--- config.mk ---
export PLATFORM = sky130hd
export DESIGN_NAME = pp_serializer
export DESIGN_NICKNAME = d
export VERILOG_FILES = /design/src/rtl/pp_pkg.sv /design/src/rtl/pp_column_mux.sv /design/src/rtl/pp_serializer.sv
export SDC_FILE = /design/constraint.sdc
export NUM_CORES = 1
export LEC_CHECK = 0
export ABC_AREA = 0
export ABC_CLOCK_PERIOD_IN_PS = 5900
export CAP_MARGIN = 20
export CELL_PAD_IN_SITES_DETAIL_PLACEMENT = 0
export CELL_PAD_IN_SITES_GLOBAL_PLACEMENT = 1
export CORE_MARGIN = 10
export CORE_UTILIZATION = 43
export CTS_CLUSTER_SIZE = 10
export DETAILED_ROUTE_END_ITERATION = 8
export PLACE_DENSITY = 0.79
export SLEW_MARGIN = 5
export SYNTH_ARGS = -nofsm -noshare
export SYNTH_HDL_FRONTEND = slang
export SYNTH_HIERARCHICAL = 1
export SYNTH_SLANG_ARGS = --single-unit
--- constraint.sdc ---
create_clock -name clk -period 5.9 [get_ports clk]
set_input_delay 1.18 -clock clk [delete_from_list [all_inputs] [get_ports clk]]
set_output_delay 1.18 -clock clk [all_outputs]
set_load 0.01 [all_outputs]
--- src/rtl/pp_pkg.sv ---
// Shared constants, column geometry helpers and FSM state type for the
// partial-product serializer.
package pp_pkg;

   localparam int PP_N    = 12;
   localparam int PP_NCOL = 2 * PP_N - 1;

   typedef enum logic [1:0] {
      ST_IDLE  = 2'd0,
      ST_SHIFT = 2'd1,
      ST_DONE  = 2'd2
   } pp_state_e;

   // Number of partial products landing in column k of an n x n array.
   function automatic int col_height(input int k, input int n);
      int lo_side;
      lo_side = (k < 2 * n - 2 - k) ? k : 2 * n - 2 - k;
      return lo_side + 1;
   endfunction

   // Lowest multiplicand index contributing to column k.
   function automatic int col_ilo(input int k, input int n);
      return (k - n + 1 > 0) ? k - n + 1 : 0;
   endfunction

endpackage

--- src/rtl/pp_column_mux.sv ---
// Per-column selector: picks the partial product that column K must receive
// during push t (tallest element first, element 0 last).
module pp_column_mux
   import pp_pkg::*;
#(
   parameter int N  = PP_N,
   parameter int K  = 0,
   parameter int TW = $clog2(PP_N)
) (
   input  logic [N-1:0]  a,
   input  logic [N-1:0]  b,
   input  logic [TW-1:0] t,
   input  logic          active,
   output logic          ser
);

   localparam int H   = col_height(K, N);
   localparam int ILO = col_ilo(K, N);
   localparam int W2  = 2 * N;
   // b is reversed and slid so that bit i lines up with b[K-i] under a[i].
   localparam int SR  = (K <= N - 1) ? N - 1 - K : 0;
   localparam int SL  = (K >  N - 1) ? K - N + 1 : 0;

   logic [W2-1:0] a_ext;
   logic [W2-1:0] b_rev;
   logic [W2-1:0] b_aln;
   logic [W2-1:0] sel;
   int            nsel;

   always_comb begin
      a_ext = {{N{1'b0}}, a};
      b_rev = '0;
      for (int m = 0; m < N; m++) begin
         b_rev[m] = b[N-1-m];
      end
      b_aln = (b_rev >> SR) << SL;
      nsel  = N - 1 - int'(t);
      sel   = '0;
      if (active && (nsel >= 0) && (nsel < H)) begin
         sel = {{(W2-1){1'b0}}, 1'b1} << (ILO + nsel);
      end
      ser = |(a_ext & b_aln & sel);
   end

endmodule

--- src/rtl/pp_serializer.sv ---
// Partial-product serializer: latches one operand pair and streams every AND
// partial product into the column shift register over N pushes.
module pp_serializer
   import pp_pkg::*;
#(
   parameter int N = PP_N,
   localparam int NCOL = 2 * N - 1
) (
   input  logic            clk,
   input  logic            rst,
   input  logic            in_valid,
   output logic            in_ready,
   input  logic [N-1:0]    a,
   input  logic [N-1:0]    b,
   output logic [NCOL-1:0] ser,
   output logic            busy,
   output logic            frame_valid
);

   localparam int TW = (N > 1) ? $clog2(N) : 1;

   pp_state_e     state;
   logic [TW-1:0] t_q;
   logic [N-1:0]  a_q;
   logic [N-1:0]  b_q;
   logic          accept;

   assign in_ready    = (state != ST_SHIFT);
   assign busy        = (state == ST_SHIFT);
   assign frame_valid = (state == ST_DONE);
   assign accept      = in_valid && in_ready;

   always_ff @(posedge clk or posedge rst) begin
      if (rst) begin
         state <= ST_IDLE;
         t_q   <= '0;
         a_q   <= '0;
         b_q   <= '0;
      end else begin
         case (state)
            ST_IDLE, ST_DONE: begin
               // DONE accepts too, so continuous traffic runs without a gap cycle.
               if (accept) begin
                  a_q   <= a;
                  b_q   <= b;
                  t_q   <= '0;
                  state <= ST_SHIFT;
               end else begin
                  state <= ST_IDLE;
               end
            end
            ST_SHIFT: begin
               if (t_q == TW'(N - 1)) begin
                  state <= ST_DONE;
               end else begin
                  t_q <= t_q + TW'(1);
               end
            end
            default: state <= ST_IDLE;
         endcase
      end
   end

   // One combinational selector per column; ser depends only on registered state.
   for (genvar k = 0; k < NCOL; k++) begin : g_col
      pp_column_mux #(
         .N  (N),
         .K  (k),
         .TW (TW)
      ) u_mux (
         .a      (a_q),
         .b      (b_q),
         .t      (t_q),
         .active (busy),
         .ser    (ser[k])
      );
   end

endmodule

==> out/qor.log, run 1 <==
[finish] most common library cell in the layout ignoring fill and taps sky130_fd_sc_hd__nand2_1
[grt] pin count of the biggest net entering global routing 80
[yosys] ys flop type sky130_fd_sc_hd__dfrtp_1
[sta] Setup Total Neg Slack 0 ps
[finish] top library cells by usage in the layout, fill and taps aside sky130_fd_sc_hd__nand2_1, sky130_fd_sc_hd__ha_1, sky130_fd_sc_hd__clkdlybuf4s50_1
[pwr] reported leakage power 2.358 nW
[grt] aggregate global routing overflow 0
[finish] ant diodes 0
[detailed_routing] number of vias after detailed routing 4862
[clocking] clock insertion delay at the later pin of the skew report 290 ps
[pwr] power dissipated by switching net loads 1.586 mW
[clocking] worst-case clock buffer depth 2
[detailed_routing] vias per cell 6.062
[clocking] clock root buffer sky130_fd_sc_hd__clkbuf_8
[detailed_routing] Total Routed Length 14940 um
[critical_path] kind of end point of the critical path output pin
[critical_path] Reg-to-Reg Start t_q[1]
[detailed_routing] number of violations reported at the end of detailed-routing iteration 0 427
[clocking] Clock Sink Count 30
[grt] initial antenna violation count 0
[clocking] number of setup buffers added after CTS 0
[pwr] part of the power in the clock network 6.3%
[clocking] TritonCTS clock tree done
[yosys] dominant combinational cell family by area after synthesis simple AND/OR/NAND/NOR gates
[yosys] number of enable flip-flop cells after synthesis 0
[clocking] hold bufs inserted after CTS 0
[pwr] Pint 1.174 mW
[yosys] Syn Std Cell Area 0.004751 mm^2
[yosys] net count after synthesis 704
[yosys] proportion of register bits with asynchronous set or reset after synthesis 100.0%
[placed_design] detailed-placement wirelength estimate 9245 um
[placed_design] worst setup slack after placement 1526 ps
[critical_path] Critical Path End ser[13]
[critical_path] critical path launch point t_q[2]
[detailed_routing] DRC Markers 0
[sta] Post-Route Skew 8.351 ps
[critical_path] data required time of the worst path 4720 ps
[floorplanning] number of ports placed on the die boundary 53
[clocking] H-Tree Depth 2
[finish] layout net count 757
[pwr] peak ir drop on the vdd network 0.0002614 V
[finish] area added between synthesis and finish 16.41%
[yosys] post-synthesis average cell area 7.814 um^2
[yosys] Synth Area in XOR/XNOR 1.475%
[sta] number of setup violations in the final report 0
[detailed_routing] post-detailed-route count of antenna-violating nets 0
[critical_path] arrival time reported for the critical path endpoint 3510 ps
[floorplanning] overall die height 125.1 um
[floorplanning] initial core utilization 43.83%
[outcome] result of the run finished clean
[worst_hold_path] type of the worst min-delay path reg -> reg
[sta] final hold slack 785.7 ps
[sta] final worst path period share 79.48%
[yosys] Yosys reg bits 30
[sta] unrepaired setup endpoints after global routing false
[sta] slew of the pin with the lowest slew margin 1025 ps
[pwr] logic gate share of total power 62.4%
[clocking] # resized after CTS 0
[yosys] yosys warns 6
[grt] number of global-route vias before repair 4590
[yosys] Simple-Gate Fraction of Synth Area 37.35%
[sta] Worst Slack Setup Final 1211 ps
[floorplanning] die outline width 125.1 um
[critical_path] Worst R2R End t_q[3]
[finish] Util after Layout 51.02%
[critical_path] Worst Path Max Fanout 69
[critical_path] internal reg-to-reg setup slack 3610 ps
[critical_path] nature of the critical path startpoint flop
[floorplanning] Cell Rows 38
[yosys] adder-cell share of the synthesized area 18.17%
[pwr] Cell Pwr Density 499.1 mW/mm^2
[pwr] switching power share of the total 57.46%
[grt] overall track demand over capacity in global routing 18.18%
[sta] achievable clock frequency 0.2133 GHz
[yosys] cell count after synthesis 608
[finish] ratio of cells with drive above 1 in the final layout 8.761%
[sta] final period demand of the worst path 4689 ps
[sta] slew margin rel. 31.66%
[critical_path] critical path start-end classification reg -> out
[detailed_routing] WL/cell 18.63 um
[grt] first-pass GRT wire length 24490 um
[flow_run] maxcap violations 0
[pwr] sequential share of power 31.3%
[floorplanning] die area 0.01565 mm^2
[yosys] Seq/Total Area, Yosys 15.80%
[yosys] mux share of post-synthesis cell area 3.555%
[clocking] cts bufs inserted 5
[sta] number of pins with negative max-slew slack in the final report 0
[critical_path] worst r2r path cells 5
[yosys] compound-cell area share of the yosys netlist 17.62%
[clocking] clock transition at the registers of the reported paths 70 ps
[placed_design] routability congestion estimate 0.7946
[floorplanning] placeable core region 0.01084 mm^2
[detailed_routing] DR pass1 iterations 7
[yosys] post-synthesis cell type count 82
[sta] number of endpoints with negative hold slack in the final report 0
[placed_design] Port Buffer Count 52
## worst max-delay path: stages, from the launching register on
cell and delay [ps]:
sky130_fd_sc_hd__dfrtp_4 910, sky130_fd_sc_hd__inv_1 150, sky130_fd_sc_hd__ha_1 340, sky130_fd_sc_hd__xor2_1 290, sky130_fd_sc_hd__mux4_2 550, sky130_fd_sc_hd__o211a_1 230
sky130_fd_sc_hd__a211oi_2 190, sky130_fd_sc_hd__clkdlybuf4s50_1 570
## sequential cells by signal, summed over array words and instances (netlist names)
name and flops:
t_q 4, b_q 12, state 2, a_q 12
## worst min path at each step
stage                       start       to  depth (start not counted)
after global routing       b_q[6]   b_q[6]                          2
after floorplan            b_q[8]   b_q[8]                          2
final                      a_q[0]   a_q[0]                          2
after detailed placement   a_q[0]   a_q[0]                          2
after global placement    a_q[11]  a_q[11]                          2
after CTS                 a_q[11]  a_q[11]                          2
## metal layers
metal  vias up  wire length, um  track usage [%]
li1       2349                -                -
met1      2353             6857            24.17
met2       147             6987            29.50
met3        13              919            3.422
met4         0              174            4.607
met5         -                0                0
## synth_stat cells, types with 7 or more instances
library cell,number,area share [%]
sky130_fd_sc_hd__nand4b_1,14,2.6
sky130_fd_sc_hd__nand3_1,50,5.3
sky130_fd_sc_hd__o21ai_0,15,1.6
sky130_fd_sc_hd__nand3b_1,23,3.6
sky130_fd_sc_hd__a21oi_1,23,2.4
sky130_fd_sc_hd__inv_1,51,4.0
sky130_fd_sc_hd__nor2b_1,7,0.92
sky130_fd_sc_hd__o211ai_1,9,1.4
sky130_fd_sc_hd__nand2_1,128,10
sky130_fd_sc_hd__nor2_1,18,1.4
sky130_fd_sc_hd__ha_1,69,18
sky130_fd_sc_hd__dfrtp_1,30,16
sky130_fd_sc_hd__nand4_1,12,1.6
sky130_fd_sc_hd__o2111ai_1,7,1.3
## logic make-up (layout without fill, tap and decap cells)
kind of cell | Yosys count | after routing
mux | 10 | 10
flops | 30 | 30
simple gates | 315 | 315
compound gates | 111 | 111
fa+ha+maj | 69 | 69
buf+inv | 65 | 119
xor+xnor | 8 | 8
## power groups by stage
stage                     Sequential, mW  Combinational, mW  Clock [mW]
final                              0.863               1.72       0.174
after global routing               0.899               1.95       0.185
after CTS                          0.855               1.72       0.178
after detailed placement           0.860               1.71           0
after global placement             0.859               1.64           0
after floorplan                    0.703               1.27           0
## through the flow
stage	cells	total power [mW]	area, um^2
after floorplan	608	1.973	4751
after global placement	793	2.504	5408
after detailed placement	794	2.566	5435
after CTS	802	2.750	5530
after global routing	802	3.032	5530
final	802	2.760	5530
## final cells by class
class | count | area (um^2)
multi-input combinational | 513 | 3714
inverter | 52 | 195.2
sequential | 30 | 758.2
tap | 140 | 175.2
clock inverter | 2 | 12.51
clock buffer | 6 | 82.58
timing repair buffer | 59 | 593.1
fill | 1085 | 5310
No activity file was read; power rests on OpenSTA's default activity.
==> run 2: changes to the inputs <==
--- a/config.mk
+++ b/config.mk
@@ -6,15 +6,15 @@
 export NUM_CORES = 1
 export LEC_CHECK = 0
 export ABC_AREA = 0
-export ABC_CLOCK_PERIOD_IN_PS = 5900
+export ABC_CLOCK_PERIOD_IN_PS = 3810
 export CAP_MARGIN = 20
 export CELL_PAD_IN_SITES_DETAIL_PLACEMENT = 0
 export CELL_PAD_IN_SITES_GLOBAL_PLACEMENT = 1
 export CORE_MARGIN = 10
-export CORE_UTILIZATION = 43
+export CORE_UTILIZATION = 39
 export CTS_CLUSTER_SIZE = 10
 export DETAILED_ROUTE_END_ITERATION = 8
-export PLACE_DENSITY = 0.79
+export PLACE_DENSITY = 0.75
 export SLEW_MARGIN = 5
 export SYNTH_ARGS = -nofsm -noshare
 export SYNTH_HDL_FRONTEND = slang
==> constraint.sdc (replaced) <==
create_clock -name clk -period 3.81 [get_ports clk]
set_input_delay 0.762 -clock clk [delete_from_list [all_inputs] [get_ports clk]]
set_output_delay 0.762 -clock clk [all_outputs]
set_load 0.01 [all_outputs]
==> run 2 against run 1 <==
Effect of this change: clock skew shrank 0.89 ps; design area grew 4.5%; non-clock buffer count grew 20; wire length grew 3.8%; core utilization shrank 2.7 points.
==> out/qor.log, run 2 (same netlist as run 1, synthesis figures left out) <==
[pwr] power dissipated by switching net loads 2.508 mW [+58%]
[finish] ratio of cells with drive above 1 in the final layout 11.45% [+2.7 points]
[floorplanning] Cell Rows 40 [+5.3%]
[floorplanning] initial core utilization 39.72% [-4.1 points]
[flow_run] maxcap violations 0 [unchanged]
[placed_design] routability congestion estimate 0.8845 [+11%]
[sta] slew of the pin with the lowest slew margin 1027 ps [+1.667 ps]
[detailed_routing] vias per cell 5.925 [-2.3%]
[clocking] Clock Sink Count 30 [unchanged]
[placed_design] detailed-placement wirelength estimate 10020 um [+8.3%]
[critical_path] arrival time reported for the critical path endpoint 2870 ps [-640 ps]
[worst_hold_path] type of the worst min-delay path reg -> reg
[critical_path] internal reg-to-reg setup slack 1890 ps [-1720 ps]
[sta] number of endpoints with negative hold slack in the final report 0 [unchanged]
[pwr] logic gate share of total power 71.9% [+9.5 points]
[critical_path] Worst R2R End t_q[3]
[grt] first-pass GRT wire length 24650 um [+0.65%]
[clocking] worst-case clock buffer depth 2 [unchanged]
[clocking] cts bufs inserted 5 [unchanged]
[floorplanning] placeable core region 0.01196 mm^2 [+10%]
[critical_path] worst r2r path cells 6 [+1]
[finish] most common library cell in the layout ignoring fill and taps sky130_fd_sc_hd__nand2_1
[grt] overall track demand over capacity in global routing 17.61% [-0.57 points]
[detailed_routing] post-detailed-route count of antenna-violating nets 0 [unchanged]
[pwr] peak ir drop on the vdd network 0.0005177 V [+98%]
[clocking] number of setup buffers added after CTS 0 [unchanged]
[finish] top library cells by usage in the layout, fill and taps aside sky130_fd_sc_hd__nand2_1, sky130_fd_sc_hd__ha_1, sky130_fd_sc_hd__clkdlybuf4s50_1
[critical_path] critical path start-end classification reg -> out
[finish] filler-free cell count of the finished design 828 [+3.2%]
[detailed_routing] DRC Markers 0 [unchanged]
[floorplanning] overall die height 130.4 um [+4.2%]
[sta] achievable clock frequency 0.2751 GHz
[outcome] result of the run finished clean
[clocking] H-Tree Depth 2 [unchanged]
[finish] area added between synthesis and finish 21.65%
[worst_hold_path] Worst Hold Path Cells 2 [unchanged]
[critical_path] Worst Path Max Fanout 77 [+12%]
[sta] Setup Total Neg Slack 0 ps [unchanged]
[placed_design] Port Buffer Count 52 [unchanged]
[clocking] # resized after CTS 0 [unchanged]
[sta] final worst path period share 95.41%
[pwr] switching power share of the total 54.51% [-2.9 points]
[clocking] TritonCTS clock tree done
[clocking] hold bufs inserted after CTS 0 [unchanged]
[pwr] sequential share of power 20.2% [-11 points]
[sta] number of pins with negative max-slew slack in the final report 0 [unchanged]
[placed_design] worst setup slack after placement 378.9 ps [-1147 ps]
[critical_path] kind of end point of the critical path output pin
[sta] Worst Slack Setup Final 175.0 ps [-1036 ps]
[worst_hold_path] end of the worst hold path b_q[11]
[finish] Top Registers a_q (12), b_q (12), t_q (4)
[pwr] part of the power in the clock network 8.0% [+1.7 points]
[sta] unrepaired setup endpoints after global routing false
[sta] number of setup violations in the final report 0 [unchanged]
[floorplanning] die area 0.01700 mm^2 [+8.6%]
[clocking] clock transition at the registers of the reported paths 50 ps [-20 ps]
[critical_path] data required time of the worst path 3050 ps [-1670 ps]
[worst_hold_path] launch point of the worst hold path b_q[11]
[detailed_routing] DR pass1 iterations 5 [-2]
[clocking] clock root buffer sky130_fd_sc_hd__clkbuf_16
[sta] slew margin rel. 31.55% [-0.11 points]
[detailed_routing] Total Routed Length 15500 um [+3.8%]
[floorplanning] number of ports placed on the die boundary 53 [unchanged]
[pwr] Pint 2.093 mW [+78%]
[pwr] reported leakage power 2.493 nW [+5.7%]
[grt] number of global-route vias before repair 4646 [+1.2%]
[detailed_routing] WL/cell 18.72 um [+0.50%]
[sta] Post-Route Skew 7.460 ps [-0.8915 ps]
[grt] initial antenna violation count 0 [unchanged]
[finish] layout net count 777 [+2.6%]
[placed_design] placed insts 820 [+3.3%]
[critical_path] Reg-to-Reg Start t_q[0]
[finish] ant diodes 0 [unchanged]
[detailed_routing] number of vias after detailed routing 4906 [+0.90%]
[clocking] clock insertion delay at the later pin of the skew report 270 ps [-20 ps]
[sta] final period demand of the worst path 3635 ps
[grt] pin count of the biggest net entering global routing 120 [+50%]
[critical_path] nature of the critical path startpoint flop
[detailed_routing] number of violations reported at the end of detailed-routing iteration 0 331 [-22%]
[pwr] Cell Pwr Density 796.1 mW/mm^2 [+60%]
[floorplanning] die outline width 130.4 um [+4.2%]
[grt] aggregate global routing overflow 0 [unchanged]
run 2: cell types whose count changed in the layout (fill, tap and decap cells not counted), sizes merged:
cell	previous run	this run
clkinvlp	1	0
clkinv	1	2
buf	7	26
run 2: critical path: stages (launching register included):
cell and delay, ps:
sky130_fd_sc_hd__dfrtp_2 370, sky130_fd_sc_hd__buf_4 560, sky130_fd_sc_hd__ha_1 400, sky130_fd_sc_hd__and4b_1 320, sky130_fd_sc_hd__a32oi_1 110, sky130_fd_sc_hd__nand4_1 120
sky130_fd_sc_hd__o211a_1 160, sky130_fd_sc_hd__clkdlybuf4s50_1 530
run 2: power groups by stage:
stage | Sequential (mW) | Combinational [mW] | Clock [mW]
after detailed placement | 0.921 | 3.25 | 0
after global routing | 0.955 | 3.71 | 0.385
after global placement | 0.917 | 3.16 | 0
final | 0.927 | 3.31 | 0.366
after CTS | 0.914 | 3.26 | 0.369
after floorplan | 1.10 | 1.92 | 0
run 2: routing by layer:
metal	global-route usage [%]	share of wire, %	vias to the layer above
met4	3.728	1.0	0
met2	29.11	47	141
li1	-	-	2392
met1	23.85	46	2358
met3	2.579	5.5	15
met5	0	0	-
run 2: how the worst max path moves through the flow:
stage / startpoint / end / depth (start not counted)
after floorplan: t_q[3] / ser[13] / 6
after global placement: t_q[2] / ser[13] / 7
after CTS: t_q[2] / ser[8] / 7
after detailed placement: t_q[2] / ser[8] / 7
after global routing: state[1] / ser[7] / 8
final: t_q[1] / ser[18] / 7
run 2: layout make-up:
type / count / area, um^2
fill: 1183 / 6182
multi-input combinational: 513 / 3721
timing repair buffer: 79 / 785.8
sequential: 30 / 758.2
inverter: 52 / 195.2
tap: 147 / 183.9
clock buffer: 5 / 125.1
clock inverter: 2 / 10.01
run 2: through the flow:
step	utilization (%)	instance area, um^2	power, mW	hold WS, ps
final	48.32	5779	4.601	514.8
after global routing	48.32	5779	5.047	565.9
after CTS	47.98	5739	4.546	523.0
after detailed placement	46.85	5604	4.174	507.6
after global placement	46.85	5604	4.077	497.8
after floorplan	-	4757	3.017	621.8
==> run 3: changes to the inputs <==
--- a/config.mk
+++ b/config.mk
@@ -20,3 +20,4 @@
 export SYNTH_HDL_FRONTEND = slang
 export SYNTH_HIERARCHICAL = 1
 export SYNTH_SLANG_ARGS = --single-unit
+export TNS_END_PERCENT = 30
==> results of run 3 <==
The final DEF is identical to that of run 2; final timing and power are the same.
